### config.mk
export PLATFORM = sky130hd
export DESIGN_NAME = lsu_dm_port
export DESIGN_NICKNAME = d
export VERILOG_FILES = /design/src/rtl/lsu_pkg.sv /design/src/rtl/lsu_lane.sv /design/src/rtl/lsu_dm_port.sv
export SDC_FILE = /design/constraint.sdc
export NUM_CORES = 1
export LEC_CHECK = 0
export ABC_AREA = 0
export CAP_MARGIN = 20
export CORE_ASPECT_RATIO = 1.4
export CORE_MARGIN = 2
export CORE_UTILIZATION = 45
export DETAILED_ROUTE_END_ITERATION = 10
export PLACE_DENSITY = 0.81
export SYNTH_ARGS = -nofsm -noshare
export SYNTH_HDL_FRONTEND = slang
export SYNTH_SLANG_ARGS = --single-unit
### constraint.sdc
create_clock -name clk -period 2.3 [get_ports clk]
set_clock_uncertainty 0.2 [all_clocks]
set_input_delay 0.46 -clock clk [delete_from_list [all_inputs] [get_ports clk]]
set_output_delay 0.46 -clock clk [all_outputs]
set_load 0.02 [all_outputs]
### src/rtl/lsu_pkg.sv
// Shared definitions for the load/store unit data-memory port.
// Holds the request op field layout, the FSM state encoding and the
// default memory geometry used by lsu_dm_port and lsu_lane.
package lsu_pkg;

    // Memory geometry defaults
    localparam int unsigned ADDR_W_DEF = 14;
    localparam int unsigned DM_BYTES   = 12288;

    // req_op field layout: [3]=store, [2]=unsigned, [1:0]=size
    localparam int unsigned OP_W     = 4;
    localparam int unsigned OP_STORE = 3;
    localparam int unsigned OP_UNS   = 2;

    localparam logic [1:0] SIZE_B   = 2'b00;
    localparam logic [1:0] SIZE_H   = 2'b01;
    localparam logic [1:0] SIZE_W   = 2'b10;
    localparam logic [1:0] SIZE_ILL = 2'b11;

    localparam int unsigned DATA_W = 32;

    typedef enum logic [1:0] {
        ST_IDLE  = 2'd0,
        ST_READ  = 2'd1,
        ST_WRITE = 2'd2,
        ST_RESP  = 2'd3
    } lsu_state_e;

    // Alignment / legality check for a request size against the low address bits
    function automatic logic misaligned(input logic [1:0] size, input logic [1:0] lane);
        logic bad;
        bad = 1'b0;
        case (size)
            SIZE_H:  bad = lane[0];
            SIZE_W:  bad = (lane != 2'b00);
            default: bad = 1'b0;
        endcase
        return bad;
    endfunction

endpackage

### src/rtl/lsu_lane.sv
// Byte-lane steering for the load/store unit (purely combinational).
// Ports:
//   word      - 32-bit memory word read from the data memory
//   lane      - byte address bits [1:0]
//   size      - access size (SIZE_B / SIZE_H / SIZE_W)
//   uns       - zero-extend loads when set, sign-extend otherwise
//   wdata     - low half of the store data (byte stores use [7:0])
//   load_data - selected and extended load result
//   merged    - word with the store byte/half inserted at the addressed lane
module lsu_lane
    import lsu_pkg::*;
(
    input  logic [DATA_W-1:0] word,
    input  logic [1:0]        lane,
    input  logic [1:0]        size,
    input  logic              uns,
    input  logic [15:0]       wdata,
    output logic [DATA_W-1:0] load_data,
    output logic [DATA_W-1:0] merged
);

    logic [7:0]  byte_sel;
    logic [15:0] half_sel;

    // Little-endian lane select: byte k lives in bits 8k+7:8k
    always_comb begin
        byte_sel = word[7:0];
        case (lane)
            2'd0: byte_sel = word[7:0];
            2'd1: byte_sel = word[15:8];
            2'd2: byte_sel = word[23:16];
            2'd3: byte_sel = word[31:24];
            default: byte_sel = word[7:0];
        endcase
        half_sel = lane[1] ? word[31:16] : word[15:0];
    end

    // Load extension
    always_comb begin
        load_data = word;
        case (size)
            SIZE_B: load_data = uns ? {24'h0, byte_sel} : {{24{byte_sel[7]}}, byte_sel};
            SIZE_H: load_data = uns ? {16'h0, half_sel} : {{16{half_sel[15]}}, half_sel};
            default: load_data = word;
        endcase
    end

    // Read-modify-write merge; untouched lanes keep the memory contents
    always_comb begin
        merged = word;
        case (size)
            SIZE_B: begin
                case (lane)
                    2'd0: merged[7:0]   = wdata[7:0];
                    2'd1: merged[15:8]  = wdata[7:0];
                    2'd2: merged[23:16] = wdata[7:0];
                    2'd3: merged[31:24] = wdata[7:0];
                    default: merged = word;
                endcase
            end
            SIZE_H: begin
                if (lane[1]) merged[31:16] = wdata;
                else         merged[15:0]  = wdata;
            end
            default: merged = word;
        endcase
    end

endmodule

### src/rtl/lsu_dm_port.sv
// Load/store unit, initiator side of the word-wide data-memory port.
// Accepts one request at a time, checks alignment/range, performs loads
// with extension and sub-word stores as read-modify-write.
// Ports:
//   clk, rst                 - clock, synchronous active-high reset
//   req_valid/req_ready      - request handshake (ready only in IDLE)
//   req_op/req_addr/req_wdata- request op, byte address, store data
//   resp_valid/resp_ready    - response handshake (held until accepted)
//   resp_rdata/resp_err      - extended load data / error flag
//   dm_addr/dm_din/dm_we     - word-aligned address, write data, write enable
//   dm_dout                  - combinational memory read data
module lsu_dm_port
    import lsu_pkg::*;
#(
    parameter int unsigned ADDR_W   = ADDR_W_DEF,
    parameter int unsigned DM_BYTES = lsu_pkg::DM_BYTES
) (
    input  logic              clk,
    input  logic              rst,
    input  logic              req_valid,
    output logic              req_ready,
    input  logic [OP_W-1:0]   req_op,
    input  logic [31:0]       req_addr,
    input  logic [DATA_W-1:0] req_wdata,
    output logic              resp_valid,
    input  logic              resp_ready,
    output logic [DATA_W-1:0] resp_rdata,
    output logic              resp_err,
    output logic [ADDR_W-1:0] dm_addr,
    output logic [DATA_W-1:0] dm_din,
    output logic              dm_we,
    input  logic [DATA_W-1:0] dm_dout
);

    lsu_state_e        state_q, state_d;
    logic [OP_W-1:0]   op_q;
    logic [ADDR_W-1:0] addr_q;
    logic [15:0]       wdata_q;
    logic [DATA_W-1:0] word_q;

    logic              accept;
    logic              req_err;
    logic              req_store;
    logic [DATA_W-1:0] lane_load;
    logic [DATA_W-1:0] lane_merged;

    assign accept    = req_valid && req_ready;
    assign req_store = req_op[OP_STORE];

    // Request legality: illegal size, misalignment, or address beyond memory
    always_comb begin
        req_err = 1'b0;
        if (req_op[1:0] == SIZE_ILL)                    req_err = 1'b1;
        if (misaligned(req_op[1:0], req_addr[1:0]))     req_err = 1'b1;
        if (req_addr >= 32'(DM_BYTES))                  req_err = 1'b1;
    end

    lsu_lane u_lane (
        .word      (dm_dout),
        .lane      (addr_q[1:0]),
        .size      (op_q[1:0]),
        .uns       (op_q[OP_UNS]),
        .wdata     (wdata_q),
        .load_data (lane_load),
        .merged    (lane_merged)
    );

    // Next-state logic
    always_comb begin
        state_d = state_q;
        case (state_q)
            ST_IDLE: begin
                if (accept) begin
                    if (req_err)                     state_d = ST_RESP;
                    else if (!req_store)             state_d = ST_READ;
                    else if (req_op[1:0] == SIZE_W)  state_d = ST_WRITE;
                    else                             state_d = ST_READ;
                end
            end
            ST_READ:  state_d = op_q[OP_STORE] ? ST_WRITE : ST_RESP;
            ST_WRITE: state_d = ST_RESP;
            ST_RESP:  if (resp_ready) state_d = ST_IDLE;
            default:  state_d = ST_IDLE;
        endcase
    end

    // State, handshake flags and latched request/response registers
    always_ff @(posedge clk) begin
        if (rst) begin
            state_q    <= ST_IDLE;
            req_ready  <= 1'b1;
            resp_valid <= 1'b0;
            resp_rdata <= '0;
            resp_err   <= 1'b0;
            op_q       <= '0;
            addr_q     <= '0;
            wdata_q    <= '0;
            word_q     <= '0;
        end else begin
            state_q    <= state_d;
            req_ready  <= (state_d == ST_IDLE);
            resp_valid <= (state_d == ST_RESP);
            case (state_q)
                ST_IDLE: begin
                    if (accept) begin
                        op_q       <= req_op;
                        addr_q     <= req_addr[ADDR_W-1:0];
                        wdata_q    <= req_wdata[15:0];
                        word_q     <= req_wdata;
                        resp_err   <= req_err;
                        resp_rdata <= '0;
                    end
                end
                ST_READ: begin
                    if (op_q[OP_STORE]) begin
                        word_q <= lane_merged;
                    end else begin
                        word_q     <= dm_dout;
                        resp_rdata <= lane_load;
                    end
                end
                default: ;
            endcase
        end
    end

    assign dm_addr = {addr_q[ADDR_W-1:2], 2'b00};
    assign dm_din  = word_q;
    // Gated by rst so a reset during WRITE leaves memory untouched
    assign dm_we   = (state_q == ST_WRITE) && !rst;

endmodule

## Word level (Yosys, flattened, before mapping)

Cells that the tools add are included.

| cells by class | value |
|---|---|
| add/sub/neg operators | 0 |
| multiply operators | 0 |
| divide/modulo/power cells | 0 |
| order comparisons | 1 |
| equality and inequality tests | 13 |
| shift operators | 0 |
| mux-type cells | 29 |
| bitwise operators | 0 |
| reductions and logical operators | 12 |

Operators with widths:

| kind | count |
|---|---|
| case mux 32 bit (2 select lines) | 4 |
| 2-to-1 mux 32 bit | 6 |
| 2-to-1 mux 16 bit | 3 |
| greater-or-equal comparator 32 x 14 -> 1 bit (second input constant) | 1 |
| 2-to-1 mux 8 bit | 4 |
| case mux 8 bit (4 select lines) | 1 |
| equality test 2 bit (second input constant) | 7 |
| 2-to-1 mux 2 bit | 5 |
| equality test 2 x 1 -> 1 bit (second input constant) | 4 |
| zero test 2 bit | 4 |
| case mux 2 bit (4 select lines) | 1 |
| 2-to-1 mux 1 bit | 4 |
| inequality test 2 bit (second input constant) | 2 |
| AND reduction 2 bit | 2 |
| nonzero test 2 bit | 2 |
| AND reduction 3 bit | 1 |
| logical AND 1 bit | 2 |
| case mux 1 bit (2 select lines) | 1 |
| zero test 1 bit | 1 |

| storage, ports and cells | value |
|---|---|
| bits in registers | 103 |
| latch bits | 0 |
| memory bits (writable) | 0 |
| memory bits (read-only) | 0 |
| bits of input ports | 104 |
| output and inout bits | 82 |
| word-level logic and storage cells | 64 |
| memories kept | 0 |

## Depth between registers and ports, before layout

Gate-level depths: netlist of the first run.

| logic depth | value |
|---|---|
| depth after elaboration | 8 |
| mapped depth | 7 |
| mapped depth without buffers | 6 |

## Hierarchy

From an unflattened synthesis of the first run, not the netlist that was laid out.

| unflattened totals | value |
|---|---|
| cells, all modules | 748 |
| area total of the unflattened synthesis | 5885.6 sq um |

By module, submodules not included:

| module | times used | cells an instance | area each (sq um) | sequential area each (sq um) |
|---|---|---|---|---|
| lsu_dm_port | 1 | 513 | 4322.9 | 2062.0 |
| lsu_lane | 1 | 235 | 1562.7 | 0.0 |

## Worst setup path after synthesis of the first run

Ideal clock, no wire load.

| path | value |
|---|---|
| kind | input to output |
| from | input rst |
| to | output dm_we |
| data arrival time | 1.369 ns |
| required time | 1.640 ns |
| path slack | 0.271 ns |
| stages on the path | 3 |
| cell sequence | clkbuf_1 > clkbuf_1 > nor3b_1 |

| between the ends | value |
|---|---|
| word-level cells in the longest chain between the ends | 2 |

Ends and longest elaborated chain:

| item | line | RTL |
|---|---|---|
| start, declared | lsu_dm_port.sv:19 | `input logic rst,` |
| zero test 1 bit | lsu_dm_port.sv:130 | `assign dm_we = (state_q == ST_WRITE) && !rst;` |
| logical AND 1 bit | lsu_dm_port.sv:130 |  |
| end, declared | lsu_dm_port.sv:31 | `output logic dm_we,` |

No other way between the ends.

## Final worst setup path of the first run

| path | value |
|---|---|
| from | input dm_dout[31] |
| to | register resp_rdata[28] |

| between the ends | value |
|---|---|
| word-level cells in the longest chain between the ends | 5 |
| elaborated cells on any way between the ends | 7 |
| classes of those cells | mux (7) |

Ends and longest elaborated chain:

| item | line | RTL |
|---|---|---|
| start, declared | lsu_dm_port.sv:32 | `input logic [DATA_W-1:0] dm_dout` |
| case mux 8 bit (4 select lines) / 2-to-1 mux 16 bit (equally long branches) | lsu_lane.sv:28, lsu_lane.sv:35 |  |
| 2-to-1 mux 32 bit, on equally long branches | lsu_lane.sv:42, lsu_lane.sv:43 |  |
| case mux 32 bit (2 select lines) * | lsu_lane.sv:41 | `case (size)` |
| 2-to-1 mux 32 bit * | lsu_dm_port.sv:115 | `if (op_q[OP_STORE]) begin` |
| case mux 32 bit (2 select lines) * | lsu_dm_port.sv:103 | `case (state_q)` |
| end signal, assigned | lsu_dm_port.sv:119 | `resp_rdata <= lane_load;` |
| end, declared | lsu_dm_port.sv:27 | `output logic [DATA_W-1:0] resp_rdata,` |

Every way passes the cells marked *; elsewhere a longest branch is shown, timed or not. The select of a mux whose other input is x is not followed.
A chain may end at the register's enable or synchronous reset.

==> impl_metrics.ini, run 1 <==
[sta]
fmax_mhz = 458
rsz0062_at_grt = false
hold_violations = 0
tightest_slew_ns = 0.908
setup_viol = 0
min_period_ns = 2.18
slew_violations = 0
relSlewSlack_pct = 39.3
finalCritPeriodShare_pct = 94.8

[power]
power_density_nw_per_um2 = 1110
power.sequential.fraction_pct = 33.4
swShare_pct = 40.0
p_comb_share_pct = 47.9
vdd_drop_max_v = 0.000618
p_clk_share_pct = 18.7
power.internal_mw = 4.90
power.switching_mw = 3.26
p_leak_nw = 2.76
power.total_mw = 8.16

[setup_path]
critPathLaunchType = input pin
crit_slowest_cell = nor4b_4
worstPathCellList = clkdlybuf4s50_1 -> buf_4 -> mux4_2 -> nor4b_4 -> a221o_2
arrival_ns = 2.28
worstSetupPathType = in2reg
r2r_setup_slack_ns = 0.14
ff2ff_path_depth = 4
max_stage_delay_ns = 0.71
cp-end-kind = flop
crit_fanout = 16
critPathRequiredTime_ns = 2.40

[clocking]
clock_path_buffers = 2
htree_levels = 3
clkLatencyLatePin_ns = 0.35
cts_hold_buf = 0
cts.clk_slew.worst_paths_ns = 0.08
cts_setup_buffers = 0
cts.repair.resized = 3
cts_sinks = 103
numCtsBuffers = 9
cts_tree = built
cts_root_buffer = clkbuf_16

[synth]
synth.avg_cell_area_um2 = 8.29
yosys.cell_types.count = 52
ys_seq_area_share_pct = 40.4
synth_edf_count = 0
yosysTopAreaCell = dfxtp_1
syn-cell-area_um2 = 5110
postSynthCellCount = 616
ys_top_cells_by_area = dfxtp_1 (40%), nand2_1 (8.2%), a21oi_1 (5.9%)
synth-async-reset-ratio_pct = 0
yosysWarnings = 0
synth_ff_type = dfxtp_1
synth_top_area_share_pct = 40.4
ys_seq_elements = 103

[min_path]
hold_path_class = reg2reg
min_delay_path_depth = 2

[floorplanning]
ioPinCount = 186
core_um2 = 11200
die_h_um = 130
die_x_um = 94.1
dieArea_um2 = 12200
rows = 46
initial_core_util_pct = 45.5

[routing]
via_per_inst = 5.96
drtIter0Drc = 470
routed_wl_um = 17400
dr_total_vias = 5522
dr.pass1.iters = 5
wl_per_cell_um = 18.7
ant_nets = 0
drc = 0

[global_route]
antenna_found_initial = 0
grt_max_degree = 53
grt_pass1_vias = 5548
gr-total-overflow = 0
grtUsageTotal_pct = 28.4
grt_pass1_wl_um = 27000

[final_layout]
post-route-util_pct = 65.6
regArea_um2 = 2060
layout.nets = 885
fill_cells = 983
area_delta_synth_final_pct = 44.0
multi_input_area_um2 = 2680
drive_gt1_share_pct = 10.1
insertedDiodeCount = 0

[flow_run]
cap_violations = 0

[outcome]
status = finished, final reports clean

[placement]
gp_congestion = 0.955
numPortBuffers = 183
dp_hpwl_um = 13100
## worst max-delay path: cells and delay by family
kind	cells	cell delay (ns)
compound gates	1	0.23
buf+inv	2	0.67
mux	1	0.22
simple gates	1	0.71
## layer usage
metal  global-route usage, %  wire, µm
met5                       0         0
met4                    17.2       926
met3                    7.16      1460
met2                    49.5      8800
met1                    30.7      6180
## cells in the mapped netlist (all sizes together), types with 9 or more instances
cell	number
a221o	16
buf	35
inv	13
a21boi	17
o211ai	9
a21oi	60
clkbuf	31
nor2	12
nor3	9
o22ai	18
nand3	15
nor3b	10
dfxtp	103
nor2b	11
mux2i	15
nand2	112
o21ai	38
## flip-flops by register name, summed over array words and instances (netlist names)
signal,count
dm_din,32
resp_rdata,32
wdata_q,16
addr_q,14
op_q,4
state_q,2
req_ready,1
resp_err,1
resp_valid,1
## cell families after synthesis
group / Yosys count / synth area share, %
other: 1 / 0.0734
multiplexers: 24 / 5.36
AO/OA/AOI/OAI: 202 / 26.4
buffers and inverters: 79 / 7.54
AND/OR/NAND/NOR: 204 / 19.5
adder cells (fa/ha/maj): 3 / 0.735
flip-flops: 103 / 40.4
## placed cells by master, fill, tap and decap left out, types with 10 or more instances in the layout
cell type        instances
clkdlybuf4s50_1        181
nand2_1                111
dfxtp_1                103
a21oi_1                 60
o21ai_0                 38
buf_4                   32
o22ai_1                 18
a21boi_0                16
nand3_1                 15
mux2i_1                 15
inv_1                   12
nor2_1                  11
nor2b_1                 11
nor3b_1                 10
a221o_2                 10
## metrics by stage
stage	instances	worst slack (ns)	area [µm²]	setup TNS (ns)	hold WS, ns
4_1_cts	927	0.117	7360	0	0.261
3_3_place_gp	911	-0.393	7050	-12.68	0.243
5_1_grt	927	0.0393	7360	0	0.277
6_report	927	0.119	7360	0	0.259
3_5_place_dp	911	-0.485	7050	-16.98	0.250
2_1_floorplan	617	0.271	5110	0	0.237
## cell type report
cell class                 count  area share, %
clock inverter                 7          0.986
timing repair buffer         216           28.3
tap                          144           2.45
sequential                   103           28.0
clock buffer                   9           3.06
inverter                      13          0.663
multi-input combinational    435           36.5
## final timing paths
kind                                  start              to
worst min register to register    addr_q[5]       addr_q[5]
worst max register to register   state_q[0]  resp_rdata[28]
worst max-delay path            dm_dout[31]  resp_rdata[28]
worst min-delay path              addr_q[5]       addr_q[5]
## power by group through the flow
stage	Clock (mW)	Combinational (mW)	Sequential [mW]
3_3_place_gp	0	3.76	2.74
3_5_place_dp	0	3.86	2.75
6_report	1.52	3.91	2.73
5_1_grt	1.62	4.20	2.78
4_1_cts	1.54	3.90	2.72
2_1_floorplan	0	1.79	3.16
(Power assumes the default switching activity.)
==> run 2: changes to the inputs <==
--- a/config.mk
+++ b/config.mk
@@ -5,13 +5,13 @@
 export SDC_FILE = /design/constraint.sdc
 export NUM_CORES = 1
 export LEC_CHECK = 0
-export ABC_AREA = 0
 export CAP_MARGIN = 20
 export CORE_ASPECT_RATIO = 1.4
 export CORE_MARGIN = 2
 export CORE_UTILIZATION = 45
 export DETAILED_ROUTE_END_ITERATION = 10
 export PLACE_DENSITY = 0.81
+export SETUP_SLACK_MARGIN = 0.02
 export SYNTH_ARGS = -nofsm -noshare
 export SYNTH_HDL_FRONTEND = slang
 export SYNTH_SLANG_ARGS = --single-unit
==> results of run 2 <==
Same layout as run 1: the final DEF is identical, and so are final timing and power.
==> run 3: changes to the inputs <==
--- a/config.mk
+++ b/config.mk
@@ -11,7 +11,6 @@
 export CORE_UTILIZATION = 45
 export DETAILED_ROUTE_END_ITERATION = 10
 export PLACE_DENSITY = 0.81
-export SETUP_SLACK_MARGIN = 0.02
 export SYNTH_ARGS = -nofsm -noshare
 export SYNTH_HDL_FRONTEND = slang
 export SYNTH_SLANG_ARGS = --single-unit
==> results of run 3 <==
Same layout as run 1: the final DEF is identical, and so are final timing and power.
